==> config.mk <==
export PLATFORM = sky130hd
export DESIGN_NAME = vga_timing_rx
export DESIGN_NICKNAME = d
export VERILOG_FILES = /design/src/rtl/vga_timing_rx.sv
export SDC_FILE = /design/constraint.sdc
export NUM_CORES = 1
export LEC_CHECK = 0
export BUFFER_PORTS_ARGS = -buffer_cell sky130_fd_sc_hd__buf_2
export CORE_MARGIN = 1
export CORE_UTILIZATION = 45
export CTS_BUF_LIST = sky130_fd_sc_hd__clkbuf_4 sky130_fd_sc_hd__clkbuf_8
export DETAILED_ROUTE_END_ITERATION = 10
export PLACE_DENSITY = 0.72
export SLEW_MARGIN = 40
export SYNTH_ARGS = -nofsm -noshare
export SYNTH_HDL_FRONTEND = slang
export SYNTH_SLANG_ARGS = --single-unit
==> constraint.sdc <==
create_clock -name i_VGA_CLOCK -period 5.6 [get_ports i_VGA_CLOCK]
set_clock_uncertainty 0.05 [all_clocks]
set_input_delay 1.12 -clock i_VGA_CLOCK [delete_from_list [all_inputs] [get_ports i_VGA_CLOCK]]
set_output_delay 1.12 -clock i_VGA_CLOCK [all_outputs]
set_load 0.02 [all_outputs]
==> src/rtl/vga_timing_rx.sv <==
// VGA timing receiver: recovers pixel coordinates from hsync/vsync/de,
// measures line/frame geometry against the expected mode and reports lock.
module vga_timing_rx #(
  parameter int H_ACTIVE        = 640,
  parameter int H_TOTAL         = 800,
  parameter int H_SYNC          = 96,
  parameter int V_ACTIVE        = 480,
  parameter int V_TOTAL         = 525,
  parameter int V_SYNC          = 2,
  parameter bit SYNC_ACTIVE_LOW = 1'b1,
  parameter int LOCK_FRAMES     = 2
) (
  input  logic        i_VGA_CLOCK,
  input  logic        i_rst,
  input  logic        i_hsync,
  input  logic        i_vsync,
  input  logic        i_de,
  output logic        o_de,
  output logic [11:0] o_Sx,
  output logic [10:0] o_Sy,
  output logic        o_locked,
  output logic        o_frame_ok,
  output logic        o_err,
  output logic [11:0] o_h_total,
  output logic [10:0] o_v_total,
  output logic [11:0] o_h_active,
  output logic [10:0] o_v_active
);

  localparam logic [11:0] HT = 12'(H_TOTAL);
  localparam logic [11:0] HS = 12'(H_SYNC);
  localparam logic [11:0] HA = 12'(H_ACTIVE);
  localparam logic [11:0] HT_LAST = 12'(H_TOTAL - 1);
  localparam logic [10:0] VT = 11'(V_TOTAL);
  localparam logic [10:0] VA = 11'(V_ACTIVE);
  localparam logic [10:0] VS = 11'(V_SYNC);
  localparam logic [10:0] VT_LAST = 11'(V_TOTAL - 1);

  localparam int TO_LIM = 2 * H_TOTAL;
  localparam int TO_W = $clog2(TO_LIM + 1);
  localparam logic [TO_W-1:0] TO_LAST = TO_W'(TO_LIM - 1);
  localparam logic [TO_W-1:0] TO_END = TO_W'(TO_LIM);
  localparam logic [TO_W-1:0] TO_ONE = {{(TO_W-1){1'b0}}, 1'b1};

  localparam int GC_W = $clog2(LOCK_FRAMES + 1);
  localparam logic [GC_W-1:0] GC_LOCK = GC_W'(LOCK_FRAMES);
  localparam logic [GC_W-1:0] GC_ONE = {{(GC_W-1){1'b0}}, 1'b1};

  typedef enum logic [1:0] {
    SEARCH,
    ACQUIRE,
    LOCKED
  } state_t;

  function automatic logic [11:0] inc12(input logic [11:0] v);
    inc12 = (&v) ? v : v + 12'd1;
  endfunction

  function automatic logic [10:0] inc11(input logic [10:0] v);
    inc11 = (&v) ? v : v + 11'd1;
  endfunction

  state_t state, state_d;
  logic [GC_W-1:0] good_cnt, good_d, good_inc;
  logic err_d, ok_d;

  logic hs, vs, hs_q, vs_q;
  logic line_start, vs_rise, de_rise, frame_start;
  logic seen_ls, sy_arm, frame_bad;
  logic [11:0] h_cnt, hsw_cnt, de_cnt;
  logic [10:0] v_cnt, va_cnt, vsw_cnt;
  logic [10:0] v_ln, va_ln;
  logic bad_ln, line_ok, frame_good;
  logic [TO_W-1:0] to_cnt;
  logic timeout;

  assign hs = i_hsync ^ SYNC_ACTIVE_LOW;
  assign vs = i_vsync ^ SYNC_ACTIVE_LOW;

  assign line_start = hs & ~hs_q;
  assign vs_rise = vs & ~vs_q;
  assign de_rise = i_de & ~o_de;
  assign frame_start = vs_rise & (line_start | seen_ls);

  // Saturated counters never equal a legal mode value, so they fail here.
  assign line_ok = (h_cnt == HT) && !(&h_cnt)
                && (hsw_cnt == HS) && !(&hsw_cnt)
                && ((de_cnt == HA) || (de_cnt == '0))
                && !(&de_cnt);

  // Closing line is folded in before the frame verdict.
  assign v_ln = line_start ? inc11(v_cnt) : v_cnt;
  assign va_ln = (line_start && de_cnt != '0) ? inc11(va_cnt) : va_cnt;
  assign bad_ln = frame_bad | (line_start & ~line_ok);

  assign frame_good = (v_ln == VT) && !(&v_ln)
                   && (va_ln == VA) && !(&va_ln)
                   && (vsw_cnt == VS) && !(&vsw_cnt)
                   && !bad_ln;

  assign timeout = (to_cnt == TO_LAST) && !line_start;
  assign good_inc = good_cnt + GC_ONE;

  always_comb begin
    state_d = state;
    good_d = good_cnt;
    err_d = o_err;
    ok_d = 1'b0;
    if (timeout) begin
      state_d = SEARCH;
      good_d = '0;
      if (state == LOCKED) err_d = 1'b1;
    end else if (frame_start) begin
      unique case (state)
        SEARCH: begin
          state_d = ACQUIRE;
          good_d = '0;
        end
        ACQUIRE: begin
          if (frame_good) begin
            ok_d = 1'b1;
            good_d = good_inc;
            if (good_inc >= GC_LOCK) state_d = LOCKED;
          end else begin
            good_d = '0;
          end
        end
        LOCKED: begin
          if (frame_good) begin
            ok_d = 1'b1;
          end else begin
            state_d = ACQUIRE;
            good_d = '0;
            err_d = 1'b1;
          end
        end
        default: begin
          state_d = SEARCH;
          good_d = '0;
        end
      endcase
    end
  end

  always_ff @(posedge i_VGA_CLOCK) begin
    if (i_rst) begin
      state <= SEARCH;
      good_cnt <= '0;
      o_locked <= 1'b0;
      o_frame_ok <= 1'b0;
      o_err <= 1'b0;
    end else begin
      state <= state_d;
      good_cnt <= good_d;
      o_locked <= (state_d == LOCKED);
      o_frame_ok <= ok_d;
      o_err <= err_d;
    end
  end

  always_ff @(posedge i_VGA_CLOCK) begin
    if (i_rst) begin
      hs_q <= 1'b0;
      vs_q <= 1'b0;
      o_de <= 1'b0;
      seen_ls <= 1'b0;
      sy_arm <= 1'b0;
      h_cnt <= '0;
      hsw_cnt <= '0;
      de_cnt <= '0;
      v_cnt <= '0;
      va_cnt <= '0;
      vsw_cnt <= '0;
      frame_bad <= 1'b0;
      to_cnt <= '0;
      o_Sx <= '0;
      o_Sy <= '0;
      o_h_total <= '0;
      o_v_total <= '0;
      o_h_active <= '0;
      o_v_active <= '0;
    end else begin
      hs_q <= hs;
      vs_q <= vs;
      o_de <= i_de;

      if (frame_start) seen_ls <= 1'b0;
      else if (line_start) seen_ls <= 1'b1;

      if (line_start) begin
        h_cnt <= 12'd1;
        hsw_cnt <= 12'd1;
        de_cnt <= {11'd0, i_de};
        o_h_total <= h_cnt;
        if (de_cnt != '0) o_h_active <= de_cnt;
      end else begin
        h_cnt <= inc12(h_cnt);
        if (hs) hsw_cnt <= inc12(hsw_cnt);
        if (i_de) de_cnt <= inc12(de_cnt);
      end

      if (frame_start) begin
        v_cnt <= '0;
        va_cnt <= '0;
        vsw_cnt <= {10'd0, line_start};
        frame_bad <= 1'b0;
        o_v_total <= v_ln;
        o_v_active <= va_ln;
      end else begin
        v_cnt <= v_ln;
        va_cnt <= va_ln;
        if (line_start && vs) vsw_cnt <= inc11(vsw_cnt);
        frame_bad <= bad_ln;
      end

      if (line_start) to_cnt <= '0;
      else if (to_cnt != TO_END) to_cnt <= to_cnt + TO_ONE;

      if (de_rise) o_Sx <= '0;
      else if (o_Sx == HT_LAST) o_Sx <= '0;
      else o_Sx <= o_Sx + 12'd1;

      // Row re-anchors on the first active pixel of each frame.
      if (frame_start) sy_arm <= 1'b1;
      else if (de_rise) sy_arm <= 1'b0;

      if (de_rise && sy_arm) o_Sy <= '0;
      else if (line_start) o_Sy <= (o_Sy == VT_LAST) ? '0 : o_Sy + 11'd1;
    end
  end

endmodule
## Yosys cells after proc, flatten, opt, wreduce, memory -nomap -nowiden

Cells that the tools add are included.

- Add/subtract/negate cells: 10
- Multipliers: 0
- Div/mod/pow operators: 0
- $lt $le $gt $ge: 1
- Equal/unequal tests: 20
- Shifts and indexed selects: 0
- Mux-type cells: 33
- Bitwise operators: 18
- Reductions and logical operators: 55

Operator list:

| operator | count |
|---|---|
| $add 11x1->11 const B | 5 |
| $mux 11 | 5 |
| $reduce_and 11->1 | 5 |
| $add 12x1->12 const B | 4 |
| $eq 12x10->1 const B | 3 |
| $reduce_and 12->1 | 3 |
| $eq 11x10->1 const B | 2 |
| $mux 1 | 19 |
| $reduce_and 2->1 | 8 |
| $logic_and 1x1->1 | 15 |
| $mux 2 | 7 |
| $eq 12x7->1 const B | 1 |
| $logic_not 12->1 | 1 |
| $reduce_bool 12->1 | 1 |
| $eq 11x11->1 const B | 1 |
| $eq 11x2->1 const B | 1 |
| $eq 11x9->1 const B | 1 |
| $ne 11x11->1 const B | 1 |
| $not 1->1 | 11 |
| $ne 2x2->1 const B | 5 |
| $reduce_or 2->1 | 5 |
| $logic_not 1->1 | 8 |
| $reduce_bool 2->1 | 4 |
| $pmux 2 s3 | 1 |
| 13 further kinds | 20 |

- Register bits after elaboration: 162
- Latch bits: 0
- Memory bits (writable): 0
- Bits in read-only memories: 0
- Input bits: 5
- Output and inout bits: 73
- Logic and storage cells: 165
- Memories kept: 0

## Longest topological paths before layout

- Depth after elaboration: 17
- Depth in mapped cells: 11
- Depth with buffers taken out: 10

## Least setup slack after synthesis

Ideal clock, no wire load.

- Path kind: input to register
- Start: input port i_hsync
- End: register good_cnt[0]
- Library setup time: 0.070 ns
- Arrival time: 3.501 ns
- Required time: 5.480 ns
- Setup slack: 1.979 ns
- Stages: 8
- Buffers on the path: 1
- Path through: nor2_1 -> and3_4 -> buf_6 -> mux2_4 -> or4_1 -> or3_1 -> or4_1 -> a21oi_1

- Longest elaborated chain between the ends: 13
- Elaborated cells on any way between the ends: 29
- Those cells by class: 3 x eq/ne; 4 x mux; 6 x bitwise; 16 x reduce/logical

Ends and longest elaborated chain:

| element | line | text |
|---|---|---|
| start: declaration | 15 | `input logic i_hsync,` |
| $not 1->1 (no source line) (*) | n/a |  |
| $and 1x1->1 (*) | 80 | `assign line_start = hs & ~hs_q;` |
| $mux 11 | 92 | `assign v_ln = line_start ? inc11(v_cnt) : v_cnt;` |
| $reduce_and 11->1 | 96 | `assign frame_good = (v_ln == VT) && !(&v_ln)` |
| $logic_not 1->1 | 96 |  |
| $logic_and 1x1->1 | 96 |  |
| $logic_and 1x1->1 (2 in series) | 97 | `&& (va_ln == VA) && !(&va_ln)` |
| $logic_and 1x1->1 (2 in series) | 98 | `&& (vsw_cnt == VS) && !(&vsw_cnt)` |
| $logic_and 1x1->1 | 99 | `&& !bad_ln;` |
| $mux 2 / $ne 2x2->1 (equally long branches) | n/a |  |
| $pmux 2 s2 / $reduce_and 2->1 (equally long branches) | n/a |  |
| end signal: assignment | 154 | `good_cnt <= good_d;` |
| end: declaration | 64 | `logic [GC_W-1:0] good_cnt, good_d, good_inc;` |

Mark *: on every way between the ends. The rest lies on a longest branch, timed or not.
A chain may end at the register's enable or synchronous reset.

## Worst setup path in the final report

- Start: register de_cnt[0]
- End: register good_cnt[0]

- Longest elaborated chain between the ends: 11
- Elaborated cells on any way between the ends: 26
- Those cells by class: 3 x eq/ne; 3 x mux; 3 x bitwise; 17 x reduce/logical

Ends and longest elaborated chain:

| element | line | text |
|---|---|---|
| start: declaration | 70 | `logic [11:0] h_cnt, hsw_cnt, de_cnt;` |
| start signal: assignment | 193 | `de_cnt <= {11'd0, i_de};` |
| start signal: assignment | 199 | `if (i_de) de_cnt <= inc12(de_cnt);` |
| $reduce_bool 12->1, or another cell as far along | 93 | `assign va_ln = (line_start && de_cnt != '0) ? inc11(va_cnt) : va_cnt;` |
| $logic_and 1x1->1 / $logic_or 1x1->1 (equally long branches) | 93, 88 |  |
| $mux 11 / $logic_and 1x1->1 (equally long branches) | 93, 88 |  |
| $eq 11x9->1, or another cell as far along | 97 |  |
| $logic_and 1x1->1, or another cell as far along | 97 |  |
| $logic_and 1x1->1 / $and 1x1->1 (equally long branches) | 97, 94 |  |
| $logic_and 1x1->1 / $or 1x1->1 (equally long branches) | 98, 94 |  |
| $logic_and 1x1->1 / $logic_not 1->1 (equally long branches) | 98, 99 |  |
| $logic_and 1x1->1 (*) | 99 |  |
| $mux 2 / $ne 2x2->1 (equally long branches) | n/a |  |
| $pmux 2 s2 / $reduce_and 2->1 (equally long branches) | n/a |  |

Marks and branches as above.

==> metrics.md <==
| Metric | Value |
|---|---|
| Status | `finished, final reports clean` |
| Die Area | `16720 sq um` |
| Clock sink count | `162` |
| Final Hold Viols | `0` |
| Critical path origin | `de_cnt[0]$_SDFFE_PP0P_` |
| Most frequent cells in the layout | `dfxtp_1 (162), nor2_1 (147), nand2_1 (101), buf_2 (77), a21oi_1 (58)` |
| Initial Util | `46.09%` |
| PD cells | `269.2 nW/um^2` |
| Hold_ws | `0.4062 ns` |
| P_int | `0.001682 W` |
| LEAKAGE | `3.101 nW` |
| WP data arrival | `3.92 ns` |
| Antenna violations before repair | `1` |
| # setup viols final | `0` |
| P_sw | `0.0005458 W` |
| Met2 usage in global routing | `31.72%` |
| Startpoint types | `flip-flop` |
| Clock-pin slew on the worst setup and hold paths | `0.09 ns` |
| Sw frac | `24.50%` |
| WP data required | `5.94 ns` |
| Resized Gates After CTS | `0` |
| Pre-CTS setup slack | `1.617 ns` |
| DRC Markers | `0` |
| CTS Buffer Depth | `2` |
| First-pass GRT wire length | `26300 um` |
| Yosys warnings | `0` |
| Slew HR | `50.71%` |
| Worst Tran Pin Value | `0.7393 ns` |
| Tmin final | `3.577 ns` |
| Worst skew pair latency | `0.46 ns` |
| Max-Cap Viols | `0` |
| Unrepaired setup endpoints after global routing | `false` |
| Largest net degree at the start of global routing | `41` |
| Post-CTS Hold Fix Bufs | `0` |
| Post-CTS Repair Setup Buffers | `0` |
| Root Driver | `clkbuf_8` |
| Core ar. | `15830 sq um` |
| Remaining global-route overflow | `0` |
| Clock Power Share | `40.1%` |
| Max Fanout on Critical Path | `11` |
| Comb pwr share | `6.5%` |
| Hold Path Class | `reg2reg` |
| Vias in the first global route | `5609` |
| Detailed Route Iter0 Violations | `398` |
| Mapped cell area | `7294 sq um` |
| Final WS setup | `2.023 ns` |
| Post-synth cell types | `64` |
| Synth async-reset ratio | `0%` |
| Drt wl/cell | `13.68 um` |
| FF+latch count, synth | `162` |
| Synth Flop Type | `dfxtp_1` |
| # diodes | `0` |
| Register area share after synthesis | `44.46%` |
| GRT busiest layer | `met2` |
| Number of enable flip-flop cells after synthesis | `0` |
| M3 GR Usage | `5.120%` |
| Setup TNS | `0 ns` |
| Final Cycle Share | `63.87%` |
| Vias per cell | `5.258` |
| Beginning of the worst hold path | `o_h_active[10]$_SDFFE_PP0N_` |
| Syn Nets | `893` |
| Top Ports | `78` |
| Peak VDD IR | `0.1644 mV` |
| GRT Total Usage | `19.79%` |
| Pins over their slew limit | `0` |
| Die Y | `129.3 um` |
| Final HPWL DP | `11250 um` |
| Gate Count Post-Synth | `869` |
| Commonest non-fill, non-tap cell in the layout | `dfxtp_1` |
| CP Class | `reg2reg` |
| Fraction of layout cells with a size suffix above 1 | `14.29%` |
| Nets | `956` |
| CTS Buf Count | `17` |
| CTS tree | `built` |
| Area growth syn-to-layout | `13.45%` |
| H-tree levels | `4` |
| Fmax | `279.6 MHz` |
| Crit. End Element | `flip-flop` |
| Sequential power share | `53.4%` |
| DIE WIDTH | `129.3 um` |
| DR vias | `6104` |
| Post-DRT Antenna Nets | `0` |
| PortBufs | `77` |
| Syn avg cell area | `8.394 sq um` |
| FP Rows | `46` |
| Reg2Reg Setup Slack | `2.02 ns` |
| Routability Congestion | `0.9440` |
| Met1 usage | `25.13%` |
| Final wirelength | `15880 um` |
| R2r startpoint | `de_cnt[0]$_SDFFE_PP0P_` |
| Router iterations before antenna repair | `7` |
-- synthesized netlist by cell type (3+ instances only) --
cell | number | area, sq um
a211oi_1 | 15 | 112.6
a21o_1 | 3 | 22.52
a21oi_1 | 58 | 290.3
a22oi_1 | 3 | 22.52
a311oi_1 | 4 | 35.03
a31o_2 | 3 | 26.28
a31oi_1 | 6 | 37.54
a41oi_1 | 3 | 26.28
and2_1 | 5 | 31.28
and3_1 | 15 | 93.84
and4_1 | 9 | 78.83
buf_1 | 3 | 11.26
buf_4 | 3 | 22.52
clkbuf_1 | 34 | 127.6
dfxtp_1 | 162 | 3243
ha_1 | 19 | 237.7
inv_1 | 21 | 78.83
mux2i_1 | 6 | 60.06
nand2_1 | 101 | 379.1
nand2b_1 | 7 | 43.79
nand3_1 | 34 | 170.2
nand3_2 | 4 | 40.04
nand4_1 | 24 | 150.1
nor2_1 | 148 | 555.5
nor2b_1 | 4 | 25.02
nor3_1 | 16 | 80.08
nor3b_1 | 5 | 37.54
nor4_1 | 6 | 37.54
nor4b_1 | 5 | 43.79
nor4bb_1 | 3 | 30.03
o21ai_0 | 18 | 90.09
o31ai_1 | 4 | 30.03
or3_1 | 12 | 75.07
or4_1 | 5 | 37.54
xnor2_1 | 29 | 254.0
xor2_1 | 41 | 359.1
-- per-stage QoR --
| stage | util (%) | cell area [sq um] | total power, W | instances |
|---|---|---|---|---|
| 2_1_floorplan | - | 7295 | 0.001319 | 869 |
| 3_3_place_gp | 49.57 | 7845 | 0.001360 | 1129 |
| 3_5_place_dp | 49.57 | 7845 | 0.001363 | 1129 |
| 4_1_cts | 52.22 | 8265 | 0.002251 | 1161 |
| 5_1_grt | 52.28 | 8275 | 0.002322 | 1161 |
| 6_report | 52.28 | 8275 | 0.002227 | 1161 |
-- per-layer routing --
layer / routed length, um / share of wire, %
met4: 328 / 2.1
met3: 794 / 5.0
met1: 7563 / 48
met5: 13 / 0.082
met2: 7177 / 45
-- cells by family (layout without fill, tap and decap cells) --
family,Yosys count,count (layout),share of synthesized area (%)
xor gates and xnor gates,70,70,8.405
buffers and inverters,62,138,3.448
and+or+nand+nor,417,417,28.08
AOI/OAI and AO/OA,131,131,11.17
muxes,8,8,1.183
DFF,162,162,44.46
adders and majority gates,19,19,3.259
-- worst max-delay path: stages (launching register included) --
cell and delay [ns]:
dfxtp_1 0.44, inv_1 0.07, ha_1 0.20, nor4b_2 0.18, and3_1 0.20, nor2_1 0.55, a31oi_1 0.20, or4_1 0.58
or3_1 0.42, or4_1 0.48, a21oi_1 0.14
-- cell type report --
class                   count  area, sq um
flip-flops and latches    162         3243
inverters                  21        78.83
repair buffers             85        445.4
fillers                  1489         7552
clock buffers              19        261.5
well taps                 216        270.3
clock inverters            13        158.9
multi-input cells         645         3817
-- registers in the layout, summed over array words and instances (netlist names), 12 cells and up --
signal      flops
de_cnt         12
h_cnt          12
hsw_cnt        12
o_Sx           12
o_h_active     12
o_h_total      12
-- final timing paths --
check | to | depth (start not counted)
setup / recovery | good_cnt[0]$_SDFFE_PP0P_ | 10
hold / removal | o_h_active[10]$_SDFFE_PP0N_ | 2
setup reg to reg | good_cnt[0]$_SDFFE_PP0P_ | 10
hold reg to reg | o_h_active[10]$_SDFFE_PP0N_ | 2
-- power groups by stage --
| stage | logic, W | clock network (W) | registers (W) |
|---|---|---|---|
| CTS | 0.000146 | 0.000915 | 0.00119 |
| global placement | 0.000143 | 0 | 0.00122 |
| detailed placement | 0.000145 | 0 | 0.00122 |
| floorplan | 0.0000924 | 0 | 0.00123 |
| global route | 0.000163 | 0.000965 | 0.00119 |
| finish | 0.000145 | 0.000892 | 0.00119 |
Note: power is estimated with default switching activity, not from simulation.
